--- config.mk ---
export PLATFORM = sky130hd
export DESIGN_NAME = fetch_bus_arbiter
export DESIGN_NICKNAME = d
export VERILOG_FILES = /design/src/rtl/fetch_bus_arbiter.sv
export SDC_FILE = /design/constraint.sdc
export NUM_CORES = 1
export LEC_CHECK = 0
export BUFFER_PORTS_ARGS = -buffer_cell sky130_fd_sc_hd__buf_2
export CAP_MARGIN = 30
export CORE_ASPECT_RATIO = 1.1
export CORE_MARGIN = 2
export CORE_UTILIZATION = 30
export DETAILED_ROUTE_END_ITERATION = 8
export GPL_ROUTABILITY_DRIVEN = 0
export PLACE_DENSITY = 0.67
export SKIP_LAST_GASP = 1
export SLEW_MARGIN = 20
export SYNTH_ARGS = -nofsm -noshare
export SYNTH_HDL_FRONTEND = slang
export SYNTH_SLANG_ARGS = --single-unit
--- constraint.sdc ---
create_clock -name clk -period 1.7 [get_ports clk]
set_input_delay 0.17 -clock clk [delete_from_list [all_inputs] [get_ports clk]]
set_output_delay 0.17 -clock clk [all_outputs]
set_load 0.01 [all_outputs]
--- src/rtl/fetch_bus_arbiter.sv ---
// Two-requester (instruction fetch / load-store) arbiter for a single req/ack memory port.
// Optional bus timeout abort is compiled in with FETCH_BUS_ARB_TIMEOUT_EN.
module fetch_bus_arbiter #(
    parameter int ADDR_W     = 26,
    parameter int DATA_W     = 32,
    parameter int STARVE_MAX = 4,
    parameter int TIMEOUT    = 64
) (
    input  logic              clk,
    input  logic              rst,
    input  logic              if_req,
    input  logic [ADDR_W-1:0] if_addr,
    output logic              if_gnt,
    output logic              if_rvalid,
    output logic [DATA_W-1:0] if_rdata,
    input  logic              ls_req,
    input  logic              ls_we,
    input  logic [ADDR_W-1:0] ls_addr,
    input  logic [DATA_W-1:0] ls_wdata,
    input  logic [3:0]        ls_be,
    output logic              ls_gnt,
    output logic              ls_rvalid,
    output logic [DATA_W-1:0] ls_rdata,
    output logic              mem_req,
    output logic              mem_we,
    output logic [ADDR_W-1:0] mem_addr,
    output logic [DATA_W-1:0] mem_wdata,
    output logic [3:0]        mem_be,
    input  logic              mem_ack,
    input  logic [DATA_W-1:0] mem_rdata,
    output logic              err
);

    typedef enum logic [1:0] {IDLE, BUSY_IF, BUSY_LS} state_e;

    localparam logic [3:0] STARVE_LIM = 4'(STARVE_MAX);

    state_e            state_q, state_d;
    logic [3:0]        starve_q, starve_d;
    logic              if_gnt_q, if_gnt_d, ls_gnt_q, ls_gnt_d;
    logic              if_rvalid_q, if_rvalid_d, ls_rvalid_q, ls_rvalid_d;
    logic [DATA_W-1:0] if_rdata_q, if_rdata_d, ls_rdata_q, ls_rdata_d;
    logic              mem_req_q, mem_req_d, mem_we_q, mem_we_d;
    logic [ADDR_W-1:0] mem_addr_q, mem_addr_d;
    logic [DATA_W-1:0] mem_wdata_q, mem_wdata_d;
    logic [3:0]        mem_be_q, mem_be_d;
    logic              arb_en, win_if, win_ls;

`ifdef FETCH_BUS_ARB_TIMEOUT_EN
    localparam int TMO_W = $clog2(TIMEOUT + 1);
    logic [TMO_W-1:0] tmo_q, tmo_d;
    logic             err_q, err_d;
    logic             tmo_hit;
    assign tmo_hit = (tmo_q == TMO_W'(TIMEOUT - 1));
    assign err     = err_q;
`else
    logic unused_timeout;
    assign unused_timeout = ^TIMEOUT;
    assign err            = 1'b0;
`endif

    always_comb begin
        state_d     = state_q;
        starve_d    = starve_q;
        if_gnt_d    = 1'b0;
        ls_gnt_d    = 1'b0;
        if_rvalid_d = 1'b0;
        ls_rvalid_d = 1'b0;
        if_rdata_d  = if_rdata_q;
        ls_rdata_d  = ls_rdata_q;
        mem_req_d   = mem_req_q;
        mem_we_d    = mem_we_q;
        mem_addr_d  = mem_addr_q;
        mem_wdata_d = mem_wdata_q;
        mem_be_d    = mem_be_q;
`ifdef FETCH_BUS_ARB_TIMEOUT_EN
        err_d       = 1'b0;
        tmo_d       = (state_q == IDLE) ? tmo_q : tmo_q + 1'b1;
`endif

        // The ack cycle doubles as an arbitration slot so transfers can run back-to-back.
        arb_en = (state_q == IDLE) || mem_ack;
        win_if = arb_en && if_req && (!ls_req || starve_q == STARVE_LIM);
        win_ls = arb_en && ls_req && !win_if;

        case (state_q)
            IDLE: ;
            BUSY_IF: begin
                if (mem_ack) begin
                    if_rvalid_d = 1'b1;
                    if_rdata_d  = mem_rdata;
                    state_d     = IDLE;
                    mem_req_d   = 1'b0;
                end
`ifdef FETCH_BUS_ARB_TIMEOUT_EN
                else if (tmo_hit) begin
                    if_rvalid_d = 1'b1;
                    if_rdata_d  = '0;
                    err_d       = 1'b1;
                    state_d     = IDLE;
                    mem_req_d   = 1'b0;
                end
`endif
            end
            BUSY_LS: begin
                if (mem_ack) begin
                    ls_rvalid_d = 1'b1;
                    ls_rdata_d  = mem_rdata;
                    state_d     = IDLE;
                    mem_req_d   = 1'b0;
                end
`ifdef FETCH_BUS_ARB_TIMEOUT_EN
                else if (tmo_hit) begin
                    ls_rvalid_d = 1'b1;
                    ls_rdata_d  = '0;
                    err_d       = 1'b1;
                    state_d     = IDLE;
                    mem_req_d   = 1'b0;
                end
`endif
            end
            default: state_d = IDLE;
        endcase

        if (win_if) begin
            if_gnt_d    = 1'b1;
            state_d     = BUSY_IF;
            mem_req_d   = 1'b1;
            mem_we_d    = 1'b0;
            mem_addr_d  = if_addr;
            mem_wdata_d = '0;
            mem_be_d    = 4'hF;
        end else if (win_ls) begin
            ls_gnt_d    = 1'b1;
            state_d     = BUSY_LS;
            mem_req_d   = 1'b1;
            mem_we_d    = ls_we;
            mem_addr_d  = ls_addr;
            mem_wdata_d = ls_wdata;
            mem_be_d    = ls_be;
        end
`ifdef FETCH_BUS_ARB_TIMEOUT_EN
        if (win_if || win_ls) tmo_d = '0;
`endif

        // Count LS wins only while IF is actually waiting.
        if (!if_req || win_if) begin
            starve_d = 4'd0;
        end else if (win_ls && starve_q != STARVE_LIM) begin
            starve_d = starve_q + 4'd1;
        end
    end

    always_ff @(posedge clk) begin
        if (rst) begin
            state_q     <= IDLE;
            starve_q    <= 4'd0;
            if_gnt_q    <= 1'b0;
            ls_gnt_q    <= 1'b0;
            if_rvalid_q <= 1'b0;
            ls_rvalid_q <= 1'b0;
            if_rdata_q  <= '0;
            ls_rdata_q  <= '0;
            mem_req_q   <= 1'b0;
            mem_we_q    <= 1'b0;
            mem_addr_q  <= '0;
            mem_wdata_q <= '0;
            mem_be_q    <= 4'h0;
`ifdef FETCH_BUS_ARB_TIMEOUT_EN
            tmo_q       <= '0;
            err_q       <= 1'b0;
`endif
        end else begin
            state_q     <= state_d;
            starve_q    <= starve_d;
            if_gnt_q    <= if_gnt_d;
            ls_gnt_q    <= ls_gnt_d;
            if_rvalid_q <= if_rvalid_d;
            ls_rvalid_q <= ls_rvalid_d;
            if_rdata_q  <= if_rdata_d;
            ls_rdata_q  <= ls_rdata_d;
            mem_req_q   <= mem_req_d;
            mem_we_q    <= mem_we_d;
            mem_addr_q  <= mem_addr_d;
            mem_wdata_q <= mem_wdata_d;
            mem_be_q    <= mem_be_d;
`ifdef FETCH_BUS_ARB_TIMEOUT_EN
            tmo_q       <= tmo_d;
            err_q       <= err_d;
`endif
        end
    end

    assign if_gnt    = if_gnt_q;
    assign ls_gnt    = ls_gnt_q;
    assign if_rvalid = if_rvalid_q;
    assign ls_rvalid = ls_rvalid_q;
    assign if_rdata  = if_rdata_q;
    assign ls_rdata  = ls_rdata_q;
    assign mem_req   = mem_req_q;
    assign mem_we    = mem_we_q;
    assign mem_addr  = mem_addr_q;
    assign mem_wdata = mem_wdata_q;
    assign mem_be    = mem_be_q;

endmodule

After elaboration in Yosys (flattened, before gate mapping) --
Index checks and enable logic that the tools add are counted.
Word-level totals: register bits after elaboration 138, input port bits 126, output and inout bits 133
Cells by class: add/sub/neg operators 1, eq/ne operators 8, mux-type cells 15, bitwise operators 2, reduce and logical (&&, ||, !) cells 25
Operators with widths (count):
- $mux 26 | 2
- $reduce_and 2->1 | 5
- $reduce_or 2->1 | 5
- $mux 1 | 8
- $mux 4 | 2
- $reduce_bool 3->1 | 2
- $logic_and 1x1->1 | 5
- $add 4x1->4 const B | 1
- $eq 4x3->1 const B | 1
- $mux 2 | 2
- $ne 4x1->1 const B | 1
- $ne 4x3->1 const B | 1
- $pmux 2 s2 | 1
- $logic_not 1->1 | 3
- $logic_or 1x1->1 | 3
- $ne 3x1->1 const B | 1
- $ne 3x3->1 const B | 1
- $eq 2x1->1 const B | 1
- $eq 2x2->1 const B | 1
- $logic_not 2->1 | 1
- $ne 2x2->1 const B | 1
- $not 1->1 | 2
- $reduce_bool 2->1 | 1

Logic depth before layout (Yosys ltp) --
depth in word-level cells 8, depth in mapped cells 7

Worst setup path after synthesis --
No wires, ideal clock.
path type reg-to-reg, start point register state_q[0], end point register mem_wdata_q[9] (netlist: mem_wdata[9]), library setup time 119 ps, arrival time 1384 ps, path slack 198 ps, stages on the path, launching flop included 7, buffers on the path 2, path through dfxtp_1 -> inv_1 -> ha_1 -> o21a_1 -> buf_4 -> buf_4 -> o221a_2
Between the ends: word-level cells in the longest chain between the ends 6, elaborated cells on any way between the ends 8
Ends and longest elaborated chain:
- start: declaration | RTL line 38 | state_e state_q, state_d;
- start signal: assignment | RTL line 174 | state_q <= state_d;
- $logic_not 2->1 * | RTL line 82 | arb_en = (state_q == IDLE) || mem_ack;
- $logic_or 1x1->1 * | RTL line 82
- $logic_and 1x1->1 (2 in a row) | RTL line 83 | win_if = arb_en && if_req && (!ls_req || starve_q == STARVE_LIM);
- $logic_not 1->1 | RTL line 84 | win_ls = arb_en && ls_req && !win_if;
- $logic_and 1x1->1 | RTL line 84
- end signal: assignment | RTL line 185 | mem_wdata_q <= mem_wdata_d;
- end: declaration | RTL line 45 | logic [DATA_W-1:0] mem_wdata_q, mem_wdata_d;
Every way passes the cells marked *; elsewhere a longest branch is shown, timed or not. A chain may end at the register's enable or synchronous reset.

Final worst setup path --
start point register state_q[1], end point register starve_q[3]
Between the ends: word-level cells in the longest chain between the ends 7, elaborated cells on any way between the ends 10
Ends and longest elaborated chain:
- $logic_not 2->1 * | RTL line 82
- $logic_or 1x1->1 * | RTL line 82
- $logic_and 1x1->1 (2 in a row) | RTL line 83
- $logic_not 1->1 | RTL line 84
- $logic_and 1x1->1 | RTL line 84
- $logic_and 1x1->1 | RTL line 149 | end else if (win_ls && starve_q != STARVE_LIM) begin
- end signal: assignment | RTL line 175 | starve_q <= starve_d;
- end: declaration | RTL line 39 | logic [3:0] starve_q, starve_d;
Marked as above.

==> reports/metrics.yaml <==
hold_start: "ls_wdata[9]"
hold_class: "input pin to flip-flop"
synth_area_per_cell_um2: 8.41
rrSetupSlack_ns: 0.10
grt_max_degree: 98
vias: 5634
timing.rr.end: "starve_q[3]"
mostFrequentLayoutCell: "buf_2"
cts.sinks: 138
finClkSkew_ns: 0.00894
min_to: "mem_wdata[9]"
htreeDepth: 4
core_area_um2: 17600
clock.fmax_mhz: 625
drv_slew: 0
cp.required_ns: 2.03
powerDensity_nw_per_um2: 1060
clk_path_buf_depth: 2
cts.clk_slew.worst_paths_ns: 0.06
netlist_instances: 638
cp_max_fo: 6
die_area_um2: 19000
final_area_um2: 8080
synth.top_cell.area_share_pct: 51.5
initial_core_util_pct: 30.4
chipHeight_um: 144
rows: 51
combPwrFrac_pct: 16.1
drc: 0
cts_tree: "done"
synth_top_area_cell: "dfxtp_1"
viasPerCell: 4.77
dp_worst_setup_slack_ns: -0.0158
reg2reg_depth: 7
internal_power_w: 0.00617
syn_nets: 769
clockRootBuffer: "clkbuf_16"
arrival_ns: 1.93
power_frac_clock_pct: 42.0
grt_pass1_wl_um: 26700
track_usage_pct: 17.5
p_seq_share_pct: 41.8
whs_ns: 0.0191
synth_area_leaders: "dfxtp_1 52%, nand2_1 13%, a21oi_1 8.9%"
power_switching_w: 0.00235
async_flop_share_pct: 0
synth-main-ff-cell: "dfxtp_1"
utilization_pct: 45.9
route.final.wire_length_um: 17500
grt_pass1_vias: 5325
drive_gt1_share_pct: 37.1
syn_area_um2: 5360
status: "finished clean"
nNetsFinal: 1059
setup_tns_ns: 0
drtIter0Drc: 251
avgRoutedWirePerCell_um: 14.9
setup_ws_ns: 0.101
synth-edff-count: 0
setup_violations: 0
die_w_um: 131
final_cell_mix: "256 x buf_2, 183 x nand2_1, 136 x dfxtp_1"
dp_hpwl_um: 10900
fin_crit_ns: 1.60
hold_viol: 0
placed_area_um2: 6950
overflow: 0
path_class: "flip-flop to flip-flop"
hold-path-cell-count: 2
ant_nets: 0
crit-reg2reg-launch: "state_q[1]"
synth.distinct_cells: 40
ioPinCount: 259
maxCapViolCount: 0
synth-seq-area-share_pct: 51.5
yosys_warnings: 0
max-vdd-ir-drop_mv: 0.621
switching_share_pct: 27.6
cts_buffers: 17
portBuffers: 257
period_share_pct: 94.0
antenna_found_initial: 0
firstDrtPassIters: 4
clock_latency_ns: 0.41
power.leakage_nw: 3.58
end_kind: "flip-flop"
syn2layout_area_growth_pct: 50.6
ys_ff_latch: 138
critPathLaunchType: "flip-flop"
[cells in the mapped netlist (2+ instances only)]
| cell | count |
|---|---|
| buf_1 | 3 |
| inv_1 | 7 |
| nand2_1 | 183 |
| nor2_1 | 32 |
| buf_6 | 3 |
| o221a_2 | 3 |
| o221a_1 | 7 |
| buf_4 | 16 |
| and2_1 | 2 |
| ha_1 | 5 |
| buf_2 | 18 |
| nor3_1 | 27 |
| dfxtp_1 | 138 |
| clkbuf_1 | 18 |
| a21oi_1 | 95 |
| a311oi_1 | 25 |
| o21ai_0 | 4 |
| nand3_1 | 3 |
| a211oi_1 | 28 |
[power by group through the flow]
| stage | registers, W | logic [W] | clock network (W) |
|---|---|---|---|
| after detailed placement | 0.00363 | 0.00121 | 0 |
| after CTS | 0.00356 | 0.00127 | 0.00367 |
| after floorplan | 0.00373 | 0.000552 | 0 |
| after global placement | 0.00363 | 0.00120 | 0 |
| after global routing | 0.00359 | 0.00151 | 0.00382 |
| final | 0.00356 | 0.00138 | 0.00358 |
[through the flow]
step / power, W / cells
2_1_floorplan: 0.00428 / 638
3_3_place_gp: 0.00483 / 1101
3_5_place_dp: 0.00484 / 1101
4_1_cts: 0.00850 / 1164
5_1_grt: 0.00892 / 1179
6_report: 0.00852 / 1180
[repair_timing]
action,CTS,global route
resized for setup,1,13
endpoints found under the setup margin,5,63
buffers inserted,0,6
pin swaps,0,4
gates cloned,0,7
hold endpoints to repair,54,2
hold buffers,31,2
[flip-flops by register name (all words and copies together) (netlist names)]
register	count
if_gnt	1
if_rdata	32
if_rvalid	1
ls_gnt	1
ls_rdata	32
ls_rvalid	1
mem_addr	26
mem_be	4
mem_req	1
mem_wdata	32
mem_we	1
starve_q	4
state_q	2
[final cells by class]
| type | instances | area, um^2 |
|---|---|---|
| clock inverter | 14 | 134 |
| inverter | 7 | 26.3 |
| antenna | 1 | 2.50 |
| sequential | 138 | 2770 |
| multi-input combinational | 436 | 2320 |
| clock buffer | 18 | 439 |
| fill | 1714 | 9540 |
| tap | 238 | 298 |
| timing repair buffer | 328 | 2090 |
[critical path, cell delays in order, from the launching register on]
cell and delay, ns:
dfxtp_2 0.34, inv_2 0.05, ha_4 0.17, buf_6 0.12
o21ai_4 0.28, clkbuf_16 0.23, o21ai_0 0.11, a211oi_2 0.21
[worst max path at each step]
stage	from	cells past startpoint	slack [ns]	to
2_1_floorplan	state_q[0]	6	0.20	mem_wdata[9]
3_5_place_dp	state_q[0]	6	-0.02	mem_addr[20]
6_report	state_q[1]	7	0.10	starve_q[3]
5_1_grt	state_q[1]	6	-0.009	mem_addr[22]
4_1_cts	state_q[0]	7	-0.004	starve_q[3]
3_3_place_gp	state_q[0]	7	0.03	starve_q[3]
[cell families after synthesis]
family                   Yosys count  share of synthesized area, %
AND/OR/NAND/NOR                  257                          19.6
adder cells (fa/ha/maj)            5                          1.17
AO/OA/AOI/OAI                    172                          21.2
flip-flops                       138                          51.5
buffers and inverters             65                          6.51
other                              1                        0.0699
[per-layer routing]
layer | routed length (um) | track usage (%)
met5 | 0 | 0
met4 | 263 | 5.72
met3 | 1180 | 6.27
met2 | 8520 | 29.1
met1 | 7580 | 21.1
Power figures use the tool's default switching activity.
